### config.mk
export PLATFORM = sky130hd
export DESIGN_NAME = memory_data_register
export DESIGN_NICKNAME = d
export VERILOG_FILES = /design/src/rtl/memory_data_register.sv
export SDC_FILE = /design/constraint.sdc
export NUM_CORES = 1
export LEC_CHECK = 0
export ABC_AREA = 1
export CAP_MARGIN = 20
export CORE_MARGIN = 10
export CORE_UTILIZATION = 41
export CTS_CLUSTER_DIAMETER = 50
export DETAILED_ROUTE_END_ITERATION = 12
export DONT_BUFFER_PORTS = 1
export PLACE_DENSITY = 0.56
export RECOVER_POWER = 25
export SLEW_MARGIN = 20
export SYNTH_ARGS = -nofsm -noshare
export SYNTH_HDL_FRONTEND = slang
export SYNTH_HIERARCHICAL = 1
export SYNTH_SLANG_ARGS = --single-unit
### constraint.sdc
create_clock -name clock -period 1 [get_ports clock]
set_input_delay 0.3 -clock clock [delete_from_list [all_inputs] [get_ports clock]]
set_output_delay 0.3 -clock clock [all_outputs]
set_load 0.02 [all_outputs]
### src/rtl/memory_data_register.sv
// MiniSRC memory data register: bus/memory source mux feeding a clear/enable register.
// Optional MDR_BUS_GATE_EN adds MDRout and the gated bus_q output.
module mdr_mux2 #(
   parameter int WIDTH = 32
) (
   input  logic             sel,
   input  logic [WIDTH-1:0] a,
   input  logic [WIDTH-1:0] b,
   output logic [WIDTH-1:0] y
);

   assign y = sel ? b : a;

endmodule

module mdr_reg #(
   parameter int WIDTH = 32
) (
   input  logic             clock,
   input  logic             clear,
   input  logic             en,
   input  logic [WIDTH-1:0] d,
   output logic [WIDTH-1:0] q
);

   // clear outranks the load enable on the same edge
   always_ff @(posedge clock) begin
      if (clear)
         q <= '0;
      else if (en)
         q <= d;
   end

endmodule

module memory_data_register #(
   parameter int WIDTH = 32
) (
   input  logic             clear,
   input  logic             clock,
   input  logic             MDRin,
   input  logic [WIDTH-1:0] BusMuxOut,
   input  logic [WIDTH-1:0] Mdatain,
   input  logic             read,
`ifdef MDR_BUS_GATE_EN
   input  logic             MDRout,
   output logic [WIDTH-1:0] q,
   output logic [WIDTH-1:0] bus_q
`else
   output logic [WIDTH-1:0] q
`endif
);

   logic [WIDTH-1:0] d;

   mdr_mux2 #(.WIDTH(WIDTH)) u_mux (
      .sel (read),
      .a   (BusMuxOut),
      .b   (Mdatain),
      .y   (d)
   );

   mdr_reg #(.WIDTH(WIDTH)) u_reg (
      .clock (clock),
      .clear (clear),
      .en    (MDRin),
      .d     (d),
      .q     (q)
   );

`ifdef MDR_BUS_GATE_EN
   assign bus_q = MDRout ? q : '0;
`endif

endmodule

# After elaboration in Yosys (flattened, before gate mapping)
# Cells that the tools add are included.
# word_totals
wordCells	2
regBits	32
inputBits	68
output_inout_bits	32
# classes
n_mux	1
# op_table
operator	n
$mux W32	1

# Depth between registers and ports, before layout
# depth
depth_word	1
ltp_mapped	9
depth_no_buf	7

# Modules after synthesis
# The synthesis kept the hierarchy.
# modules_own_cells
mod	seq_area_each_um2	area_each_um2	cells_per_inst	instances
mdr_reg	640.6	1338.8	203	1
mdr_mux2	0.0	491.7	104	1

# Worst setup path before layout
# OpenSTA, ideal clock, no wires.
# synth_path
path_kind	input to register
start	input read
end	register u_reg.q[0]
required_ns	0.887
path_stages	9
setup_time_ns	0.113
arrival_ns	0.818
slack_ns	0.069
cell_sequence	buf_6 inv_8 buf_12 nand2_2 nand2_1 inv_1 nand2_1 nand2_1 nor2_1
# synth_between
elab_chain_cells	1
# synth_lines
element	line_no	text
start, declared	44	input logic read,
$mux W32	12	assign y = sel ? b : a;
named net d[0]	54	logic [WIDTH-1:0] d;
end signal, assigned	29	q <= '0;
end signal, assigned	31	q <= d;
end, declared	23	output logic [WIDTH-1:0] q
# The timed path passes the listed nets, and every way through them passes these cells.
# A chain may end at the register's enable or synchronous reset.

# Worst setup path in the final report
# layout_path
start	register u_reg.q[25]
end	output q[25]
# layout_lines
element	line_no	text
end, declared	50	output logic [WIDTH-1:0] q
# No word-level cell between the ends.

==> metrics.md <==
| Metric | Value |
|---|---|
| Status | complete, no violations |
| Number of global-route vias before repair | ~1500 |
| Syn. warnings | 6 |
| I/O Pins | 100 |
| Cell variety after synth | 10 |
| Reg-to-Reg End | u_reg/q[22]$_SDFFE_PP0P_ |
| Flops & latches, synth | 32 |
| Pwr Density | roughly 1500 mW/mm² |
| Most flops, register | u_reg/q |
| Clk sinks | 32 |
| R2R Setup Slk | between 0.3 and 0.4 ns |
| Clock skew | 0 ns |
| Synthesized netlist cell count | 307 |
| Met2 routed WL | 2076 µm |
| Cts bufs inserted | 5 |
| Die area | 0.007538 mm² |
| Fin. Hold Viols | 0 |
| Die Wd | ~87 µm |
| TritonRoute pass-1 iters | 4 |
| Standard-cell rows | 24 |
| Layout Utilization | a little over two fifths |
| Global-route wire length before repair | between 6000 and 7000 µm |
| Setup TNS | 0 ns |
| Hold buffers post-CTS | 0 |
| CTS tree | done |
| Worst Path Required | 0.70 ns |
| RSZ-0062 raised after global routing | no |
| Final Cell Area | approximately 0.0019 mm² |
| DP Area | approximately 0.0017 mm² |
| Hold slack | roughly 0.16 ns |
| Per-cell routed wire length | 12.54 µm |
| GR Overflow Total | 0 |
| Worst-Margin Slew | 0.3400 ns |
| Critical Path AT | 0.67 ns |
| GP Congestion | around 0.69 |
| Root buf cell | clkbuf_8 |
| Relative slew slack | 77.34% |
| Hold Crit Depth | 2 |
| Mapped cell area | ~0.0018 mm² |
| Placed cells | about 340 |
| Largest regs | u_reg/q x32 |
| Clk_lat worst skew | ~0.28 ns |
| Clock-pin transition on the worst setup and hold timing paths | around 0.060 ns |
| Clk buf depth | 2 |
| Fin cells | approximately 350 |
| H-tree levels | 2 |
| Final setup viols | 0 |
| Max reg flops | 32 |
| FILL cells | approximately 490 |
| Initial core utilization | between 40% and 50% |
| Hold Startpoint | MDRin |
| Mean Syn Cell Area | just under 6 µm² |
| Peak Freq | slightly above 1 GHz |
| Layout area overhead | 4.443% |
| Reg2Reg Depth | 2 |
| Die height | slightly below 90 µm |
| Nets@finish | around 370 |
| Ant diodes | 0 |
| Residual DRC | 0 |
| PostCTS Resize Cnt | 32 |
| Crit path time final | slightly below 1 ns |
| GRT Resource Usage Total | 11.29% |
| Postcts setup bufs | 0 |
| Worst Setup End Kind | primary output |
| Sum of routed wire segments on met1 | between 1500 and 2000 µm |
| Proportion of layout cells with a drive suffix above 1 | between 10% and 20% |
| Detailed Route Iter0 Violations | 53 |
| Via count | roughly 1600 |
| Hold EP | u_reg/q[19]$_SDFFE_PP0P_ |
| Final Max Slew Viols | 0 |
| Initial antenna violation count | 0 |
| Vias/cell | 4.416 |
| Startpoint types | flop |
| Reg-to-Reg Start | u_reg/q[22]$_SDFFE_PP0P_ |
| Sequential share of the synthesized area | between 30% and 40% |
| I/O Buffers | 0 |
| Worst Path Max Fanout | 2 |
| Core Area | between 0.004 and 0.005 mm² |
| Final wirelength | ~4400 µm |
| Final Cycle Share | between 90 and 100% |
| Syn nets | ~380 |
| Max VDD drop | around 0.00058 V |
| Largest net degree at the start of global routing | 65 |
| WS Path Type | flop to primary output |
| Top sig layer | met4 |
| Pleak | 1.083 nW |
| Final ANT Viol Nets | 0 |
| Max-Cap Viols | 0 |
| Metal3 WL | 331 µm |
| Hpwl dp | 3181 µm |
| Worst Hold Class | primary input to flop |
## layer usage
| layer | global-route usage (%) | up-vias |
|---|---|---|
| met4 | 5.449 | 0 |
| met3 | 5.253 | 5 |
| met5 | 0 | - |
| met2 | 17.32 | 57 |
| li1 | - | 856 |
| met1 | 12.90 | 632 |
## worst max-delay path by stage
| stage | endpoint | cells past startpoint | start |
|---|---|---|---|
| after floorplan | u_reg/q[0]$_SDFFE_PP0P_ | 9 | read |
| after global routing | q[6] | 0 | u_reg/q[6]$_SDFFE_PP0P_ |
| after global placement | u_reg/q[31]$_SDFFE_PP0P_ | 7 | read |
| final | q[25] | 0 | u_reg/q[25]$_SDFFE_PP0P_ |
| after detailed placement | u_reg/q[10]$_SDFFE_PP0P_ | 7 | read |
| after CTS | q[29] | 0 | u_reg/q[29]$_SDFFE_PP0P_ |
## synthesized netlist by cell type (all sizes together)
library cell | instances | share of area, %
dfxtp | 32 | 35
clkbuf | 3 | 2.3
buf | 14 | 8.1
nand2 | 160 | 34
inv | 34 | 7.4
nor2 | 64 | 13
## metrics by stage
stage               power, mW  setup slack, ns
floorplan               1.968          0.06914
global placement        1.927           0.1419
detailed placement      1.937           0.1061
CTS                     3.006       0.00008110
global route            3.089        0.0008787
finish                  2.898          0.03078
## power by group
| group | internal [mW] | leakage (nW) | switching (mW) |
|---|---|---|---|
| registers | 1.36 | 0.284 | 0.180 |
| clock network | 0.561 | 0.0455 | 0.454 |
| logic | 0.149 | 0.753 | 0.194 |
## logic make-up after synthesis
kind of cell	synth area share, %
flip-flops	35.00
AND/OR/NAND/NOR	47.30
buffers and inverters	17.70
## cells in the final DEF, fill, tap and decap left out
cell and instances:
dfxtp_2 4, clkbuf_1 2, dfxtp_4 28, inv_1 33, clkbuf_8 6, nor2_1 64, nand2_1 154, inv_4 1
buf_12 1, nand2_2 6
## layout make-up
class,count,area (µm²),area share (%)
Timing Repair Buffer,1,20.02,1.047
Clock buffer,8,90.09,4.712
Tap cell,52,65.06,3.403
Multi-Input combinational cell,224,855.8,44.76
Inverter,34,130.1,6.806
Sequential cell,32,750.7,39.27
Note: power is estimated with default switching activity, not from simulation.
==> RTL edit, RTL diff (config.mk and constraints unchanged) <==
`WIDTH` is set to 32 in 3 places; all go to 64.
--- a/src/rtl/memory_data_register.sv
+++ b/src/rtl/memory_data_register.sv
@@ -1,7 +1,7 @@
 // MiniSRC memory data register: bus/memory source mux feeding a clear/enable register.
 // Optional MDR_BUS_GATE_EN adds MDRout and the gated bus_q output.
 module mdr_mux2 #(
-   parameter int WIDTH = 32
+   parameter int WIDTH = 64
 ) (
    input  logic             sel,
    input  logic [WIDTH-1:0] a,
@@ -14,7 +14,7 @@
 endmodule
 
 module mdr_reg #(
-   parameter int WIDTH = 32
+   parameter int WIDTH = 64
 ) (
    input  logic             clock,
    input  logic             clear,
@@ -34,7 +34,7 @@
 endmodule
 
 module memory_data_register #(
-   parameter int WIDTH = 32
+   parameter int WIDTH = 64
 ) (
    input  logic             clear,
    input  logic             clock,
Interface: changed (resized BusMuxOut, Mdatain and q); port bits go from 100 to 196. The function was not compared with the original's and may differ.
==> RTL edit against the unedited design <==
- the flow now finishes with violations (negative setup slack)
- hold slack got worse by 0.036 ns
- area after synthesis grew 92%
- sequential cell count is 32 higher
- cell area rose by 100%
- utilization rose by 2.6 points
- routed wire length grew 120%
- combinational power rose by 110%
- clock skew unchanged
- power up 100%
- setup slack lost 0.047 ns
==> RTL edit: results (changes against the unedited design) <==
share of power burned in registers = 53.0% (about the same)
Slew headroom = 77.34% (about the same)
share of layout cells above drive strength 1 = 14.07% (-1.3 points)
nets@finish = 727 (+99%)
Synth area leaders = dfxtp_1, nand2_1, nor2_1
DRT Pass-1 Iters = 4 (unchanged)
# port buffers = 0 (unchanged)
CP max FO = 2 (unchanged)
largest net degree at the start of global routing = 129 (+98%)
Hold Path End = u_reg/q[2]$_SDFFE_PP0P_
Post-synth ARST share = 0% (unchanged)
Int Power = 4.142 mW (+100%)
# diodes = 0 (unchanged)
initial antenna violation count = 0 (unchanged)
clk_lat worst skew = 0.32 ns (+0.04 ns)
status = complete, but fails checks
Iter 0 DRT Violations = 128 (+140%)
Yosys cell types = 9 (-1)
Clock Skews = 0 ns (unchanged)
worst hold margin = 0.1207 ns (-0.03607 ns)
VDD IR max = 0.0005264 V (-9.7%)
Longest Clk Path Bufs = 2 (unchanged)
CTS buffer count = 9 (+4)
Ys Warns = 6 (unchanged)
synthesized net count = 743 (+98%)
Top Registers = u_reg/q x64
static leakage = 2.179 nW (+100%)
RR Endpoint = u_reg/q[37]$_SDFFE_PP0P_
vias in the first global route = 3013 (+110%)
failing checks = negative setup slack
vias = 3115 (+100%)
critical path data arrival time = 0.72 ns (+0.05 ns)
global-route wire length before repair = 15350 um (+120%)
worst setup path start = u_reg/q[17]$_SDFFE_PP0P_
Setup Viol. Count Final = 63 (+63)
dpl cell area = 3450 um^2 (+100%)
DR WL/cell = 13.64 um (+8.8%)
register area share after synthesis = 36.49% (+1.5 points)
# H-tree levels = 3 (+1)
pre-CTS WS = -0.04513 ns (-0.1513 ns)
Post-route DRC = 0 (unchanged)
fill count = 924 (+88%)
r2r startpoint = u_reg/q[37]$_SDFFE_PP0P_
top post-synthesis cells by count = nand2_1, nor2_1, dfxtp_1, inv_1
flop-to-flop setup slack = 0.37 ns
Hold Path Depth = 2 (unchanged)
GRT Overall Usage = 14.55% (+3.3 points)
clock-pin slew on the worst setup and hold paths = 0.07 ns
Reg2Reg Depth = 2 (unchanged)
Final Worst Setup Slack = -0.01599 ns (-0.04677 ns)
hold_sp = MDRin
DP HPWL = 7028 um (+120%)
Hold WC Path Type = input port to flip-flop
RD Place Congestion = 0.7461 (+8.7%)
root buffer cell = clkbuf_8
[RTL edit: cell types whose count changed after synthesis, sizes merged]
cell,change
nand2,+160
nor2,+64
dfxtp,+32
inv,+32
buf,+13
clkbuf,+3
[RTL edit: metrics by stage]
stage / setup TNS, ns / instances
global route: -3.317 / 702
global placement: -0.1097 / 689
CTS: -2.105 / 702
finish: -0.5219 / 702
floorplan: 0 / 611
detailed placement: -0.7501 / 689
[RTL edit: layout make-up]
| cell class | instances | area (um^2) | share of cell area, % |
|---|---|---|---|
| Timing Repair Buffer | 6 | 77.57 | 2.021 |
| Multi-Input combinational cell | 448 | 1682 | 43.81 |
| Sequential cell | 64 | 1521 | 39.63 |
| Clock buffer | 13 | 178.9 | 4.661 |
| Tap cell | 105 | 131.4 | 3.422 |
| Inverter | 66 | 247.7 | 6.454 |
[RTL edit: timing repair]
item / 4_1_cts / 5_1_grt
setup buffers: 0 / 0
resized for setup: 128 / 0
setup endpoints to repair: 64 / 64
[RTL edit: kinds of logic after synthesis]
| family | synth area share [%] |
|---|---|
| AND/OR/NAND/NOR | 47.90 |
| flip-flops | 36.49 |
| buffers and inverters | 15.61 |
[RTL edit: how the worst max path moves through the flow]
stage,slack (ns),end
floorplan,0.04,u_reg/q[2]$_SDFFE_PP0P_
global placement,-0.04,u_reg/q[17]$_SDFFE_PP0P_
detailed placement,-0.05,u_reg/q[6]$_SDFFE_PP0P_
CTS,-0.04,q[1]
global route,-0.06,q[6]
finish,-0.02,q[17]
[RTL edit: per-layer routing]
metal  global-route usage (%)  vias to the layer above  part of all wire [%]
li1                         -                     1712                     -
met1                    15.57                     1278                    40
met2                    24.49                      116                    47
met3                    7.987                        9                    12
met4                    3.553                        0                  0.83
met5                        0                        -                     0
[RTL edit: power groups by stage]
stage	clock [mW]	sequential [mW]	combinational, mW
detailed placement	0	3.18	0.733
floorplan	0	3.11	0.761
finish	2.03	3.09	0.706
global placement	0	3.18	0.712
global route	2.26	3.12	0.860
CTS	2.14	3.10	0.735
